### config.mk
export PLATFORM = sky130hd
export DESIGN_NAME = pe_array_ctrl
export DESIGN_NICKNAME = d
export VERILOG_FILES = /design/src/rtl/pe_array_ctrl.sv
export SDC_FILE = /design/constraint.sdc
export NUM_CORES = 1
export LEC_CHECK = 0
export CORE_MARGIN = 4
export CORE_UTILIZATION = 61
export CTS_BUF_LIST = sky130_fd_sc_hd__clkbuf_8
export DETAILED_ROUTE_END_ITERATION = 7
export PLACE_DENSITY_LB_ADDON = 0.2
export SYNTH_ARGS = -nofsm -noshare
export SYNTH_HDL_FRONTEND = slang
export SYNTH_SLANG_ARGS = --single-unit
export TNS_END_PERCENT = 10
### constraint.sdc
create_clock -name clk -period 4.5 [get_ports clk]
set_input_delay 0.9 -clock clk [delete_from_list [all_inputs] [get_ports clk]]
set_output_delay 0.9 -clock clk [all_outputs]
set_load 0.01 [all_outputs]
### src/rtl/pe_array_ctrl.sv
// pe_array_ctrl: job sequencer for a ROWS x COLS output-stationary PE array.
// One cycle counter sets the whole schedule: the operand feed for k = 0..K-1,
// one clear per diagonal, one result-valid per diagonal, and the done pulse.
// Optional feature: define PE_CTRL_PERF_EN to add the perf_cycles output,
// which holds the cycle count of the last completed job.
module pe_array_ctrl #(
  parameter  int unsigned ROWS  = 4,
  parameter  int unsigned COLS  = 4,
  parameter  int unsigned K_MAX = 128,
  parameter  int unsigned LAT   = 2,
  localparam int unsigned ND    = ROWS + COLS - 1,
  localparam int unsigned KW    = $clog2(K_MAX + 1)
) (
  input  logic          clk,
  input  logic          rst,
  input  logic          start,
  input  logic [KW-1:0] k_len,
  input  logic          abort,
  output logic          busy,
  output logic          done,
  output logic          err,
  output logic          pe_en,
  output logic [ND-1:0] clc_diag,
  output logic          feed_vld,
  output logic [KW-1:0] feed_k,
  output logic [ND-1:0] res_vld_diag
`ifdef PE_CTRL_PERF_EN
  ,
  output logic [31:0]   perf_cycles
`endif
);

  localparam int unsigned D  = ND - 1;
  localparam int unsigned CW = $clog2(ND + LAT + K_MAX + 1);

  typedef enum logic [1:0] {
    S_IDLE  = 2'd0,
    S_FEED  = 2'd1,
    S_DRAIN = 2'd2,
    S_DONE  = 2'd3
  } state_t;

  state_t        state_q, state_d;
  logic [CW-1:0] cnt_q, cnt_d;
  logic [KW-1:0] k_q, k_d;

  logic [CW-1:0] cnt_inc_c;
  logic [CW-1:0] last_c;
  logic          len_ok_c;

  // Next values of the registered outputs
  logic          busy_d, done_d, err_d, pe_en_d, feed_vld_d;
  logic [KW-1:0] feed_k_d;
  logic [ND-1:0] clc_d, res_d;
  logic [CW-1:0] last_d;

`ifdef PE_CTRL_PERF_EN
  logic [31:0]   perf_d;
`endif

  // Next-state logic, then output decode of the next state and count
  always_comb begin
    state_d    = state_q;
    cnt_d      = cnt_q;
    k_d        = k_q;
    err_d      = 1'b0;
    busy_d     = 1'b0;
    done_d     = 1'b0;
    pe_en_d    = 1'b0;
    feed_vld_d = 1'b0;
    feed_k_d   = '0;
    clc_d      = '0;
    res_d      = '0;

    len_ok_c  = (k_len != '0) && (k_len <= KW'(K_MAX));
    cnt_inc_c = cnt_q + CW'(1);
    // Final cycle of the running job: last diagonal's sum completes here
    last_c    = CW'(D + LAT) + CW'(k_q);

    case (state_q)
      S_IDLE: begin
        cnt_d = '0;
        if (start) begin
          if (len_ok_c) begin
            state_d = S_FEED;
            k_d     = k_len;
          end else begin
            err_d = 1'b1;
          end
        end
      end
      S_FEED: begin
        if (abort) begin
          state_d = S_IDLE;
          cnt_d   = '0;
        end else begin
          cnt_d = cnt_inc_c;
          if (cnt_inc_c == last_c) begin
            state_d = S_DONE;
          end else if (cnt_inc_c == CW'(k_q)) begin
            state_d = S_DRAIN;
          end
        end
      end
      S_DRAIN: begin
        if (abort) begin
          state_d = S_IDLE;
          cnt_d   = '0;
        end else begin
          cnt_d = cnt_inc_c;
          if (cnt_inc_c == last_c) begin
            state_d = S_DONE;
          end
        end
      end
      S_DONE: begin
        state_d = S_IDLE;
        cnt_d   = '0;
      end
      default: begin
        state_d = S_IDLE;
        cnt_d   = '0;
      end
    endcase

    // Outputs for the coming cycle, derived from the coming state and count
    last_d     = CW'(D + LAT) + CW'(k_d);
    busy_d     = (state_d != S_IDLE);
    pe_en_d    = busy_d;
    done_d     = (state_d == S_DONE);
    feed_vld_d = (state_d == S_FEED);
    feed_k_d   = feed_vld_d ? KW'(cnt_d) : '0;
    for (int unsigned d = 0; d < ND; d++) begin
      clc_d[d] = busy_d && (cnt_d == CW'(d + LAT));
      res_d[d] = busy_d && (cnt_d == (CW'(d + LAT) + CW'(k_d)));
    end

`ifdef PE_CTRL_PERF_EN
    perf_d = perf_cycles;
    if (done_d) begin
      perf_d = 32'(last_d) + 32'd1;
    end
`endif
  end

  // State, counter, latched length and registered outputs
  always_ff @(posedge clk) begin
    if (rst) begin
      state_q      <= S_IDLE;
      cnt_q        <= '0;
      k_q          <= '0;
      busy         <= 1'b0;
      done         <= 1'b0;
      err          <= 1'b0;
      pe_en        <= 1'b0;
      clc_diag     <= '0;
      feed_vld     <= 1'b0;
      feed_k       <= '0;
      res_vld_diag <= '0;
    end else begin
      state_q      <= state_d;
      cnt_q        <= cnt_d;
      k_q          <= k_d;
      busy         <= busy_d;
      done         <= done_d;
      err          <= err_d;
      pe_en        <= pe_en_d;
      clc_diag     <= clc_d;
      feed_vld     <= feed_vld_d;
      feed_k       <= feed_k_d;
      res_vld_diag <= res_d;
    end
  end

`ifdef PE_CTRL_PERF_EN
  // Cycle count of the last job that reached done; aborted jobs leave it alone
  always_ff @(posedge clk) begin
    if (rst) begin
      perf_cycles <= '0;
    end else begin
      perf_cycles <= perf_d;
    end
  end
`endif

endmodule

# [Yosys cells after proc, flatten, opt, wreduce, memory -nomap -nowiden]
# Index checks and enable logic that the tools add are counted.
[totals] register_bits=44 inputBits=12 output_inout_bits=27 elab_cells=80
[op_classes] n_addsub=9 order_cmp=1 n_eq_ne=21 n_mux=14 bitwise_logic=3 n_reduce_logical=22
[op_table] op="$eq 8x8->1" n=9
[op_table] op="$add 3x8->8 const A" n=4
[op_table] op="$eq 8x3->1 const B" n=4
[op_table] op="$mux 8" n=4
[op_table] op="$add 2x8->8 const A" n=2
[op_table] op="$add 4x8->8 const A" n=2
[op_table] op="$eq 8x2->1 const B" n=2
[op_table] op="$pmux 8 s2" n=1
[op_table] op="$logic_and 1x1->1" n=15
[op_table] op="$mux 2" n=7
[op_table] op="$add 8x1->8 const B" n=1
[op_table] op="$eq 8x4->1 const B" n=1
[op_table] op="$le 8x8->1 const B" n=1
[op_table] op="$pmux 2 s4" n=1
[op_table] op="$reduce_bool 8->1" n=1
[op_table] op="$eq 2x2->1 const B" n=3
[op_table] op="$reduce_or 2->1" n=3
[op_table] op="$eq 2x1->1 const B" n=2
[op_table] op="$not 1->1" n=3
[op_table] op="$reduce_or 3->1" n=1
[op_table] op="$logic_not 2->1" n=1
[op_table] op="$reduce_bool 2->1" n=1
[op_table] op="$mux 1" n=1

# [Depth between registers and ports, before layout]
# Gate-level depths: netlist (run 1).
[logic_depth] depth_word=9 depth_mapped=14 depth_no_buf=12

# [Least setup slack after synthesis (run 1)]
# No wires, ideal clock.
[synth_path] path_type="input-to-reg" startpoint="input port k_len[2]" endpoint="register res_vld_diag[3]" setup_ps=88 arrival_ps=3138 t_required_ps=4412 setup_slack_ps=1275 stages=10 n_path_buf=0 path_cell_list="or4_4 > o21ai_4 > nand2_2 > mux2i_1 > inv_2 > ha_1 > xnor2_1 > a2111oi_2 > o211ai_1 > nor4_2"
[synth_between] elab_chain_len=8 elab_cells_between_ends=13 classes_between="add/sub (1); order compare (1); eq/ne (1); mux (6); reduce/logical (4)"
[synth_rtl] item="start, declared" line_no="17" source="input logic [KW-1:0] k_len,"
[synth_rtl] item="$le 8x8->1 / $reduce_bool 8->1 (equally long branches)" line_no="75" source="len_ok_c = (k_len != '0) && (k_len <= KW'(K_MAX));"
[synth_rtl] item="$logic_and 1x1->1 *" line_no="75"
[synth_rtl] item="$mux 8 *" line_no="84" source="if (len_ok_c) begin"
[synth_rtl] item="$mux 8 *" line_no="83" source="if (start) begin"
[synth_rtl] item="$mux 8 *" line_no="80" source="case (state_q)"
[synth_rtl] item="net k_d[0]" line_no="45" source="logic [KW-1:0] k_q, k_d;"
[synth_rtl] item="$add 3x8->8 *" line_no="135" source="res_d[d] = busy_d && (cnt_d == (CW'(d + LAT) + CW'(k_d)));"
[synth_rtl] item="$eq 8x8->1 *" line_no="135"
[synth_rtl] item="$logic_and 1x1->1 *" line_no="135"
[synth_rtl] item="end signal, assigned" line_no="171" source="res_vld_diag <= res_d;"
[synth_rtl] item="end, declared" line_no="26" source="output logic [ND-1:0] res_vld_diag"
# Mark *: on every way through the listed nets, which the timed path passes. The rest lies on a longest branch.
# A chain may end at the register's enable or synchronous reset.

# [Final worst setup path (run 1)]
# Same ends and word-level chain as after synthesis.

==> flow_metrics.env, run 1 <==
export IMPL_status="finished, final reports clean"
export IMPL_cellLeakagePower_nw=1.408
export IMPL_p_per_area_nw_per_um2=266.3
export IMPL_cts_tree="yes"
export IMPL_yosysSeqAreaShare_pct=26.86
export IMPL_crit_family="simple AND/OR/NAND/NOR gates"
export IMPL_grtUsageMet3_pct=3.326
export IMPL_dieWidth_um=81.32
export IMPL_peakVddDrop_mv=0.1794
export IMPL_worstHoldPathType="reg2reg"
export IMPL_grt_util_met2_pct=47.80
export IMPL_hold_viol_final=0
export IMPL_synth_area_mux_share_pct=1.908
export IMPL_route_vias_total=3193
export IMPL_syn_nets=424
export IMPL_power_total_mw=1.017
export IMPL_hpwl_um=6432
export IMPL_grt_pass1_wl_um=14180
export IMPL_layout_commonest_cell="nor2_1"
export IMPL_syn_area_per_cell_um2=8.158
export IMPL_slew_headroom_pct=41.50
export IMPL_core_area_um2=5172
export IMPL_fin_hold_ws_ns=0.6958
export IMPL_drt_iter0_markers=215
export IMPL_postRouteAntennaNets=0
export IMPL_busiest_layer="met2"
export IMPL_critical_path_slowest_cell="or4_4"
export IMPL_setup_tns_final_ns=0
export IMPL_min_period_ns=3.809
export IMPL_grt_usage_pct=27.27
export IMPL_critPathArrivalTime_ns=4.03
export IMPL_path_buf_inv=2
export IMPL_comb_power_share_pct=28.3
export IMPL_layout_common_cells="51 x nor2_1, 44 x dfxtp_1, 38 x clkdlybuf4s50_1"
export IMPL_first_pass_iters=5
export IMPL_syn_inst=402
export IMPL_dp_cells=497
export IMPL_slew_violations=0
export IMPL_cts_max_path_buffers=2
export IMPL_max_stage_delay_ns=0.63
export IMPL_crit_type="in2reg"
export IMPL_drive_gt1_share_pct=10.57
export IMPL_met1_usage_pct=35.08
export IMPL_worst_pin_slew_ns=0.8684
export IMPL_dieHeight_um=81.32
export IMPL_finalNonFillerCells=505
export IMPL_dieArea_um2=6613
export IMPL_path_cells="clkdlybuf4s50_1 > or4_4 > o21ai_4 > nand2_2 > mux2i_1 > inv_2 > ha_1 > xnor2_1 > a2111oi_2 > o211ai_1 > nor4_2"
export IMPL_drc=0
export IMPL_netlist_cell_type_count=77
export IMPL_cts_root_buf="clkbuf_8"
export IMPL_avgViaCountPerCell=6.323
export IMPL_port_buffers=38
export IMPL_clkPwrFrac_pct=31.0
export IMPL_p_sw_share_pct=32.59
export IMPL_synthToLayoutAreaGrowth_pct=16.48
export IMPL_antenna_found_initial=0
export IMPL_numCtsBuffers=5
export IMPL_end_kind="flip-flop"
export IMPL_required_ns=4.72
export IMPL_synth_top_family_by_area="simple AND/OR/NAND/NOR gates"
export IMPL_clkTransAtPathRegs_ns=0.09
export IMPL_path_max_fanout=7
export IMPL_grt_ovfl_total=0
export IMPL_synthArstFlopShare_pct=0
export IMPL_cts_max_level=2
export IMPL_synth_simple_gate_area_share_pct=30.14
export IMPL_n_antenna_cell=0
export IMPL_switchingPower_uw=331.5
export IMPL_io_pins=39
export IMPL_gp_congestion=0.9603
export IMPL_syn_area_um2=3279
export IMPL_cts_hold_buffers_added=0
export IMPL_period_share_pct=84.64
export IMPL_grt_pass1_vias=2962
export IMPL_rsz0062_at_grt="false"
export IMPL_max_cap_viol_count=0
export IMPL_synth_edff_count=0
export IMPL_yosys_area_share_xor_xnor_pct=11.90
export IMPL_cts_setup_buffers=0
export IMPL_cp_start_kind="input port"
export IMPL_yosysWarnings=0
export IMPL_synthFlopType="dfxtp_1"
export IMPL_ys_ff_latch=44
export IMPL_start_util_pct=63.40
export IMPL_num_rows=26
export IMPL_cts_repair_resize_count=0
export IMPL_numClockSinks=44
export IMPL_clock_skew_ns=0.008608
export IMPL_max_clock_freq_mhz=262.5
export IMPL_setup_violations_final=0
export IMPL_wl_per_cell_um=17.07
export IMPL_synth_fa_ha_area_share_pct=3.815
export IMPL_nNetsFinal=456
export IMPL_synth_compound_gate_area_share_pct=20.41
export IMPL_seqPwrFrac_pct=40.8
export IMPL_wirelength_um=8622
export IMPL_p_int_uw=685.6
export IMPL_clock_latency_ns=0.30
export IMPL_grt_start_max_net_pins=21
-- flip-flops by register name, summed over array words and instances (netlist names) --
signal        cells
clc_diag          7
cnt_q             8
done              1
err               1
feed_k            8
feed_vld          1
k_q               8
pe_en             1
res_vld_diag      7
state_q           2
-- power groups by stage --
stage	Clock, mW	Combinational (mW)	Sequential (mW)
final	0.315	0.287	0.415
after global placement	0	0.277	0.423
after CTS	0.319	0.283	0.414
after detailed placement	0	0.281	0.423
after floorplan	0	0.210	0.414
after global routing	0.332	0.316	0.416
-- per-layer routing --
layer | wire, µm | vias up
met5 | 0 | -
met4 | 104 | 0
li1 | - | 1532
met2 | 4209 | 163
met3 | 618 | 12
met1 | 3690 | 1486
-- per-stage QoR --
stage / cell area [µm²] / utilization [%] / setup slack (ns)
global route: 3820 / 73.85 / 0.5130
finish: 3820 / 73.85 / 0.6910
detailed placement: 3705 / 71.63 / 0.4249
floorplan: 3279 / - / 1.275
CTS: 3820 / 73.85 / 0.7480
global placement: 3705 / 71.63 / 0.4959
-- kinds of logic (layout without fill, tap and decap cells) --
kind of cell | Yosys count | after routing
compound gates | 92 | 92
xor+xnor | 40 | 40
fa+ha+maj | 10 | 10
buf+inv | 35 | 68
flops | 44 | 44
mux | 6 | 6
simple gates | 175 | 175
-- final timing paths --
check | startpoint | end | slack (ns) | depth (start not counted)
max | k_len[2] | res_vld_diag[3]$_SDFF_PP0_ | 0.69 | 11
min | cnt_q[0]$_SDFF_PP0_ | clc_diag[0]$_SDFF_PP0_ | 0.70 | 2
max reg2reg | state_q[0]$_SDFF_PP0_ | res_vld_diag[3]$_SDFF_PP0_ | 1.23 | 12
min reg2reg | cnt_q[0]$_SDFF_PP0_ | clc_diag[0]$_SDFF_PP0_ | 0.70 | 2
-- synthesized netlist by cell type (3+ instances only) --
library cell	number	share of area [%]
a211oi_1	3	0.69
a21boi_0	4	0.92
a21oi_1	18	2.7
a22oi_1	4	0.92
a31oi_1	6	1.1
and2_1	6	1.1
and3_1	5	0.95
and4b_1	5	1.5
buf_2	4	0.61
buf_4	4	0.92
clkbuf_1	10	1.1
clkbuf_2	3	0.46
dfxtp_1	44	27
ha_1	10	3.8
inv_1	11	1.3
mux2i_1	4	1.2
nand2_1	25	2.9
nand3_1	13	2.0
nand4b_1	7	1.9
nor2_1	51	5.8
nor2b_1	5	0.95
nor3_1	20	3.1
nor4_1	11	2.1
o2111ai_1	3	0.80
o211ai_1	5	1.1
o21ai_0	17	2.6
o31ai_1	3	0.69
xnor2_1	24	6.4
xor2_1	13	3.5
-- area by class of cell --
class                      count  area (µm²)
multi-input combinational    323        2236
fill                         424        1353
sequential                    44       880.8
timing repair buffer          48       455.4
tap                           70       87.58
clock buffer                   5       68.82
clock inverter                 3       46.29
inverter                      12       45.04
-- tightest hold or removal path: stages (launching register included) --
cell and delay (ns):
dfxtp_1 0.44, nand3_1 0.16, nor4_1 0.06
(Power assumes the default switching activity.)
==> inputs of run 2 (changes only) <==
CORE_UTILIZATION = 58   (was 61)
clock period = 3.78 ns   (was 4.5 ns; I/O delays follow)
==> run 2 against run 1 <==
Net effect: wire length increased by 4.2%; critical path type unchanged; critical endpoint unchanged; largest power group unchanged; worst hold slack improved by 0.0089 ns; sequential share of layout area decreased by 0.85 points.
==> flow_metrics.env, run 2 (synthesis gave the netlist of run 1 again) <==
export IMPL_status="finished, final reports clean"
export IMPL_rr_startpoint="cnt_q[0]$_SDFF_PP0_"
export IMPL_cp_startpoint="k_len[3]"
export IMPL_nNetsFinal=475
export IMPL_critical_path_slowest_cell="or3_2"
export IMPL_layout_commonest_cell="nor2_1"
export IMPL_seqCellArea_um2=880.8
export IMPL_seqPwrFrac_pct=40.3
export IMPL_setup_tns_final_ns=0
export IMPL_p_int_uw=829.3
export IMPL_power_total_mw=1.226
export IMPL_cp_start_kind="input port"
export IMPL_numCtsBuffers=5
export IMPL_avgViaCountPerCell=6.327
export IMPL_hpwl_um=6855
export IMPL_worstHoldPathType="reg2reg"
export IMPL_route_vias_total=3328
export IMPL_crit_type="in2reg"
export IMPL_fin_ws_ns=0.4048
export IMPL_end_kind="flip-flop"
export IMPL_cellLeakagePower_nw=1.504
export IMPL_grt_pass1_vias=3096
export IMPL_setup_violations_final=0
export IMPL_slew_headroom_pct=52.55
export IMPL_max_clock_freq_mhz=296.3
export IMPL_drc=0
export IMPL_first_pass_iters=5
export IMPL_cts_root_buf="clkbuf_8"
export IMPL_period_share_pct=89.29
export IMPL_comb_power_share_pct=29.2
export IMPL_rsz0062_at_grt="false"
export IMPL_fillers=436
export IMPL_p_sw_share_pct=32.35
export IMPL_dp_slack_ns=0.09900
export IMPL_critPathArrivalTime_ns=3.60
export IMPL_clkTransAtPathRegs_ns=0.10
export IMPL_io_pins=39
export IMPL_grt_ovfl_total=0
export IMPL_postRouteAntennaNets=0
export IMPL_slew_violations=0
export IMPL_wl_per_cell_um=17.08
export IMPL_design_area_um2=3966
export IMPL_cts_max_path_buffers=2
export IMPL_worst_pin_slew_ns=0.7044
export IMPL_n_antenna_cell=0
export IMPL_endpoint="res_vld_diag[3]$_SDFF_PP0_"
export IMPL_multiInputGateArea_um2=2236
export IMPL_path_cells="clkdlybuf4s50_1 > or3_2 > o21ai_4 > nand2_2 > mux2i_1 > inv_2 > ha_1 > xnor2_1 > a2111oi_2 > o211ai_1 > nor4_2"
export IMPL_synthToLayoutAreaGrowth_pct=20.95
export IMPL_r2r_end="clc_diag[4]$_SDFF_PP0_"
export IMPL_core_area_um2=5507
export IMPL_final_core_util_pct=72.03
export IMPL_numClockSinks=44
export IMPL_grt_start_max_net_pins=21
export IMPL_clock_latency_ns=0.30
export IMPL_clkPwrFrac_pct=30.6
export IMPL_peakVddDrop_mv=0.2248
export IMPL_dieArea_um2=6921
export IMPL_port_buffers=38
export IMPL_grt_usage_pct=25.85
export IMPL_cts_tree="yes"
export IMPL_required_ns=4.00
export IMPL_max_stage_delay_ns=0.53
export IMPL_num_rows=27
export IMPL_cts_hold_buffers_added=0
export IMPL_reg2reg_depth=9
export IMPL_drive_gt1_share_pct=14.32
export IMPL_p_per_area_nw_per_um2=309.1
export IMPL_switchingPower_uw=396.5
export IMPL_hold_viol_final=0
export IMPL_top_regs="cnt_q x8, feed_k x8, k_q x8"
export IMPL_grt_pass1_wl_um=14980
export IMPL_wirelength_um=8983
export IMPL_dieHeight_um=83.20
export IMPL_rrSetupSlack_ns=0.61
export IMPL_gp_congestion=0.9496
export IMPL_drt_iter0_markers=222
export IMPL_start_util_pct=59.55
export IMPL_antenna_found_initial=0
export IMPL_path_max_fanout=6
export IMPL_cts_repair_resize_count=0
export IMPL_layout_common_cells="51 x nor2_1, 44 x dfxtp_1, 38 x clkdlybuf4s50_1"
export IMPL_dieWidth_um=83.20
export IMPL_max_cap_viol_count=0
export IMPL_cts_max_level=2
export IMPL_min_period_ns=3.375
export IMPL_place_area_um2=3850
export IMPL_clock_skew_ns=0.01525
export IMPL_cts_setup_buffers=0
[run 2: cell types whose count changed in the layout (fill, tap and decap cells not counted)]
cell	change
buf_4	+19
clkinv_4	+2
clkinvlp_4	-1
inv_6	-1
[run 2: worst min-delay path by stage]
stage | from | endpoint | slack, ns | cells after the start
floorplan | state_q[1]$_SDFF_PP0_ | state_q[1]$_SDFF_PP0_ | 0.58 | 2
global placement | state_q[1]$_SDFF_PP0_ | state_q[1]$_SDFF_PP0_ | 0.64 | 2
detailed placement | state_q[1]$_SDFF_PP0_ | state_q[1]$_SDFF_PP0_ | 0.68 | 2
CTS | state_q[1]$_SDFF_PP0_ | state_q[1]$_SDFF_PP0_ | 0.69 | 2
global route | state_q[1]$_SDFF_PP0_ | state_q[1]$_SDFF_PP0_ | 0.73 | 2
finish | state_q[1]$_SDFF_PP0_ | state_q[1]$_SDFF_PP0_ | 0.70 | 2
[run 2: power by group through the flow]
stage / logic, mW / registers (mW) / clock network [mW]
3_3_place_gp: 0.344 / 0.504 / 0
4_1_cts: 0.353 / 0.493 / 0.378
5_1_grt: 0.392 / 0.496 / 0.404
2_1_floorplan: 0.250 / 0.493 / 0
6_report: 0.358 / 0.494 / 0.375
3_5_place_dp: 0.350 / 0.504 / 0
[run 2: layout make-up]
class / instances / area share [%]
well taps: 72 / 2.271
flip-flops and latches: 44 / 22.21
clock buffers: 5 / 1.735
multi-input cells: 323 / 56.37
repair buffers: 67 / 15.08
inverters: 12 / 1.136
clock inverters: 3 / 1.199
[run 2: critical path: cells and delay by family]
kind	cells	cell delay, ns
AO/OA/AOI/OAI	3	0.67
XOR/XNOR	1	0.15
adder cells (fa/ha/maj)	1	0.25
buffers and inverters	2	0.60
multiplexers	1	0.30
AND/OR/NAND/NOR	3	0.86
[run 2: metrics by stage]
stage               hold slack, ns  cells
floorplan                   0.5767    402
global placement            0.6366    518
detailed placement          0.6752    518
CTS                         0.6919    526
global route                0.7278    526
finish                      0.7047    526
[run 2: metal layers]
| metal | GRT usage, % | up-vias | part of all wire [%] | wire length, µm |
|---|---|---|---|---|
| met2 | 43.59 | 168 | 47 | 4258 |
| met5 | 0 | - | 0 | 0 |
| met1 | 33.50 | 1559 | 42 | 3776 |
| met4 | 9.658 | 0 | 2.6 | 236 |
| li1 | - | 1575 | - | - |
| met3 | 3.472 | 26 | 7.9 | 711 |
